`config.mk`:
```
export PLATFORM = sky130hd
export DESIGN_NAME = node_phase_scheduler
export DESIGN_NICKNAME = d
export VERILOG_FILES = /design/src/rtl/node_phase_scheduler.sv
export SDC_FILE = /design/constraint.sdc
export NUM_CORES = 1
export LEC_CHECK = 0
export CAP_MARGIN = 20
export CORE_MARGIN = 2
export CORE_UTILIZATION = 45
export DETAILED_ROUTE_END_ITERATION = 8
export GPL_TIMING_DRIVEN = 0
export HOLD_SLACK_MARGIN = 0.1
export PLACE_DENSITY = 0.83
export SLEW_MARGIN = 5
export SYNTH_ARGS = -nofsm -noshare
export SYNTH_HDL_FRONTEND = slang
export SYNTH_SLANG_ARGS = --single-unit
export TNS_END_PERCENT = 50
```
`constraint.sdc`:
```
create_clock -name clk -period 1.79 [get_ports clk]
set_clock_uncertainty 0.15 [all_clocks]
set_input_delay 0.2685 -clock clk [delete_from_list [all_inputs] [get_ports clk]]
set_output_delay 0.2685 -clock clk [all_outputs]
set_load 0.01 [all_outputs]
```
`src/rtl/node_phase_scheduler.sv`:
```
// N-node Verlet / constraint-relaxation phase sequencer for the cloth-simulation core.
// One frame: a Verlet strobe per node, CONSTRAINT_ITERS sweeps of constraint strobes, one done pulse.
module node_phase_scheduler #(
    parameter int NODES            = 5,
    parameter int CONSTRAINT_ITERS = 3,
    parameter int FRAME_W          = 32,
    localparam int SLOT_W = (NODES > 1) ? $clog2(NODES) : 1,
    localparam int ITER_W = (CONSTRAINT_ITERS > 1) ? $clog2(CONSTRAINT_ITERS) : 1
) (
    input  logic               clk,
    input  logic               reset,
    input  logic               start,
    input  logic               hold,
    output logic [NODES-1:0]   verlet_en,
    output logic [NODES-1:0]   constraint_en,
    output logic               busy,
    output logic               done,
    output logic [ITER_W-1:0]  iter,
    output logic [FRAME_W-1:0] frame_count
);

    localparam logic [1:0] StIdle       = 2'd0;
    localparam logic [1:0] StVerlet     = 2'd1;
    localparam logic [1:0] StConstraint = 2'd2;
    localparam logic [1:0] StDone       = 2'd3;

    logic [1:0]         state_q, state_d;
    logic [SLOT_W-1:0]  slot_q, slot_d;
    logic [ITER_W-1:0]  iter_q, iter_d;
    logic [FRAME_W-1:0] frame_q, frame_d;
    logic               slot_last;
    logic               iter_last;
    logic [NODES-1:0]   slot_onehot;

    assign slot_last = (slot_q == SLOT_W'(NODES - 1));
    assign iter_last = (int'(iter_q) == CONSTRAINT_ITERS - 1);

    always_comb begin
        state_d = state_q;
        slot_d  = slot_q;
        iter_d  = iter_q;
        frame_d = frame_q;
        case (state_q)
            StIdle: begin
                if (start) begin
                    state_d = StVerlet;
                    slot_d  = '0;
                    iter_d  = '0;
                end
            end
            StVerlet: begin
                if (!hold) begin
                    if (slot_last) begin
                        slot_d  = '0;
                        iter_d  = '0;
                        state_d = (CONSTRAINT_ITERS > 0) ? StConstraint : StDone;
                    end else begin
                        slot_d = slot_q + SLOT_W'(1);
                    end
                end
            end
            StConstraint: begin
                if (!hold) begin
                    if (slot_last) begin
                        slot_d = '0;
                        if (iter_last) begin
                            state_d = StDone;
                        end else begin
                            iter_d = iter_q + ITER_W'(1);
                        end
                    end else begin
                        slot_d = slot_q + SLOT_W'(1);
                    end
                end
            end
            StDone: begin
                state_d = StIdle;
                iter_d  = '0;
                frame_d = frame_q + FRAME_W'(1);
            end
            default: state_d = StIdle;
        endcase
    end

    always_ff @(posedge clk or posedge reset) begin
        if (reset) begin
            state_q <= StIdle;
            slot_q  <= '0;
            iter_q  <= '0;
            frame_q <= '0;
        end else begin
            state_q <= state_d;
            slot_q  <= slot_d;
            iter_q  <= iter_d;
            frame_q <= frame_d;
        end
    end

    // hold masks the strobes combinationally so a stalled slot never fires twice
    always_comb begin
        slot_onehot = '0;
        for (int i = 0; i < NODES; i++) begin
            slot_onehot[i] = (slot_q == SLOT_W'(i));
        end
        verlet_en     = (state_q == StVerlet && !hold) ? slot_onehot : '0;
        constraint_en = (state_q == StConstraint && !hold) ? slot_onehot : '0;
        busy          = (state_q != StIdle);
        done          = (state_q == StDone);
        iter          = (state_q == StConstraint) ? iter_q : '0;
        frame_count   = frame_q;
    end

endmodule

```
Word level (Yosys, flattened, before mapping)
Index checks and enable logic that the tools add are counted.
Word-level totals
  bits of input ports: 4
  output and inout port bits: 46
  bits in registers: 39
  logic and storage cells: 55
Cells by class
  equality and inequality tests: 16
  reduce and logical (&&, ||, !) cells: 11
  $add $sub $neg: 3
  muxes and demuxes: 21
Operator list (number)
  32-bit by 1-bit adder with 32-bit output (second input constant): 1
  2-bit two-way mux: 13
  2-bit != test (second input constant): 8
  2-bit case mux with 4 select lines: 2
  6-bit AND reduction: 2
  5-bit two-way mux: 2
  3-bit two-way mux: 3
  2-bit equality test (second input constant): 3
  3-bit by 2-bit equality test with 1-bit output (second input constant): 2
  3-bit case mux with 2 select lines: 1
  2-bit nonzero test: 2
  3-bit by 1-bit adder with 3-bit output (second input constant): 1
  3-bit by 1-bit equality test with 1-bit output (second input constant): 1
  3-bit equality test (second input constant): 1
  3-bit zero test: 1
  3-bit AND reduction: 1
  2-bit by 1-bit adder with 2-bit output (second input constant): 1
  2-bit by 1-bit equality test with 1-bit output (second input constant): 1
  1-bit logical AND: 2
  2-bit zero test: 1
  2-bit OR reduction: 1
  1-bit zero test: 1

Longest topological paths before layout
  word-level depth: 5
  mapped depth: 6
  mapped depth without buffers: 6

Worst setup path after synthesis
No wires, ideal clock.
  kind: flip-flop to flip-flop
  start point: reg state_q[1]
  end point: reg frame_q[25] (netlist: frame_count[25])
  setup time: 0.126 ns
  clock period less this slack: 2.049 ns
  path buffers: 1
  slack: -0.259 ns
  data required time: 1.514 ns
  arrival: 1.773 ns
  stages on the path, launching flop included: 7
  cells stage by stage: dfrtp_1 -> ha_1 -> buf_2 -> nand4_1 -> nor4_1 -> nand4_1 -> xnor2_1
Between the ends
  word-level cells in the longest chain between the ends: 1
RTL lines
  start: declaration: line 27  | logic [1:0] state_q, state_d;
  start signal: assignment: line 87  | state_q <= StIdle;
  start signal: assignment: line 92  | state_q <= state_d;
  2-bit equality test
  via done: line 17  | output logic done,
  end signal: assignment: line 95  | frame_q <= frame_d;
  end: declaration: line 30  | logic [FRAME_W-1:0] frame_q, frame_d;
The timed path passes the listed nets, and every way through them passes these cells.
A chain may end at the register's enable or synchronous reset.

Worst setup path in the final report
  start point: reg state_q[0]
  end point: reg frame_q[25] (netlist: frame_count[25])
Between the ends
  word-level cells in the longest chain between the ends: 1
RTL lines
  2-bit equality test: line 43  | case (state_q)
No other way between the ends.

==> reports/results.tsv <==
metric	value	unit
htree_levels	2	
grt_max_degree	40	
min_period	1850	ps
num_rows	24	
final_cell_mix	34 x clkdlybuf4s50_1, 26 x dfrtp_1, 24 x buf_4	
synth_cell_types	36	
num-fill-cells	301	
grt_overflow_total	0	
ys.flop_type	dfrtp_1	
worst-endpoint-arrival	1880	ps
syn_inst	192	
fp.dieArea	5190	um2
leakagePower	1.44	nW
syn-cell-area	2080	um2
reg2reg_depth	7	
drt_iter0_drc	82	
status	complete, but fails checks	
drive_above_1_share	37.9	%
start_util	47.2	%
cts_max_path_buffers	2	
dp_hpwl	3030	um
ys_seq_area_share	46.8	%
yosysWarnings	0	
worstSetupStartpointType	register	
fin_cells	324	
hold_buffers	0	
r2r_end	frame_count[25]	
min_path_type	in -> async	
gp_congestion	0.778	
async_reset_ff_share	100	%
clockRootBuffer	clkbuf_8	
portBuffers	49	
final_common_cell	clkdlybuf4s50_1	
setup_ws	-61.8	ps
placed_area	2680	um2
drtPass1Iterations	4	
rsz0062_at_grt	true	
clock_sinks	39	
die_w	72.1	um
route.antenna.remaining_nets	0	
place_worst_setup_slack	-404	ps
clock_latency	290	ps
drc	0	
final_util	70.6	%
placed_cells	293	
ir_drop	0.000861	V
wl	4860	um
cts_tree	built	
ys_seq_elements	39	
post-route-period-util	103	%
clk_pin_slew	70	ps
worstSetupPathType	reg -> reg	
grtUsageTotal	18.0	%
syn_to_final_growth	49.5	%
final_area	3120	um2
setup_viol	11	
antenna_cells	0	
worstReg2RegStart	state_q[0]	
core	4410	um2
post_drt_via_cell_ratio	5.34	
synth-edff-count	0	
antenna_found_initial	0	
cp_data_required_time	1820	ps
nNetsFinal	290	
p_per_area	1090	nW/um2
max_slew_margin	46.1	%
failed_checks	setup timing	
max_cap_viol_count	0	
io_pins	50	
syn_avg_cell_area	10.9	um2
tightest_slew	807	ps
path_max_fanout	5	
grt_pass1_vias	1552	
cts_buffers	5	
synthesis.nets	209	
grt_pass1_wl	7340	um
post_drt_wl_per_cell	15.0	um
end_kind	register	
drv_slew	0	
power	3.39	mW
clock.fmax	0.540	GHz
die_height	72.1	um
hold_viol_final	0	
worst-r2r-setup-slack	-60	ps
num_vias	1729	
-- how the worst max path moves through the flow --
stage | from | endpoint | slack, ps
2_1_floorplan | state_q[1] | frame_count[16] | -60
3_3_place_gp | hold | constraint_en[2] | -390
3_5_place_dp | hold | constraint_en[0] | -400
4_1_cts | state_q[1] | frame_count[11] | -150
5_1_grt | state_q[1] | frame_count[31] | -150
6_report | state_q[0] | frame_count[25] | -60
-- flip-flops by register name, summed over array words and instances, names as in the netlist --
name,cells
state_q,2
slot_q,3
iter_q,2
frame_count,32
-- logic make-up after synthesis --
group           after synthesis  synth area share, %
buf+inv                      15                 3.12
mux                           4                 2.04
simple gates                 83                 24.7
flops                        39                 46.8
compound gates                7                 2.52
fa+ha+maj                    13                 7.80
xor+xnor                     31                 13.0
-- routing by layer --
metal  part of all wire (%)  wire length, um  global-route usage, %
met5                      0                0                      0
met3                    3.5              169                   4.03
met1                     45             2210                   23.4
met2                     50             2440                   30.0
met4                   0.84               41                   5.45
-- where the power goes --
group          internal [mW]  leakage, nW  switching, mW
clock network          0.260       0.0371          0.282
logic                  0.851        0.896          0.759
registers               1.03        0.509          0.209
-- cell type report --
class	count	area, um2	share of cell area, %
Tap cell	52	65.1	2.09
Sequential cell	39	992	31.8
Multi-Input combinational cell	138	1280	41.2
Timing Repair Buffer	75	639	20.5
Buffer	1	11.3	0.361
Inverter	13	51.3	1.65
Clock buffer	6	72.6	2.33
-- what timing repair did --
action,in CTS,in global routing
buffers inserted,10,16
resized for setup,87,27
endpoints found under the setup margin,41,42
pin swaps,16,22
-- per-stage QoR --
| step | TNS [ps] | hold slack [ps] |
|---|---|---|
| after floorplan | -449 | 324 |
| after detailed placement | -8590 | 318 |
| final | -357 | 309 |
| after CTS | -1400 | 328 |
| after global routing | -1710 | 363 |
| after global placement | -20820 | 310 |
-- synth_stat cells, drive strengths merged (2+ instances only) --
cell     n  area share (%)
mux2     2             1.1
xor2     9             3.8
nand3   16             4.1
mux2i    2            0.96
nand4   10             3.3
o21ai    2            0.48
and3     8             2.4
buf      2            0.78
nor3     7             2.6
nor3b    2            0.72
ha      13             7.8
nor2     5            0.90
and4     4             1.7
and3b    2            0.84
xnor2   22             9.2
nor4     5             2.4
inv     13             2.3
dfrtp   39              47
nand2   15             2.7
and2     2            0.60
nand2b   2            0.60
-- worst max-delay path, cell delays in order (launching register included) --
cell and delay [ps]:
dfrtp_2 440, ha_4 180, nand4_1 120, buf_4 190, nor4_4 210, buf_4 180
nand4_1 110, xnor2_1 150
Note: power is estimated with default switching activity, not from simulation.
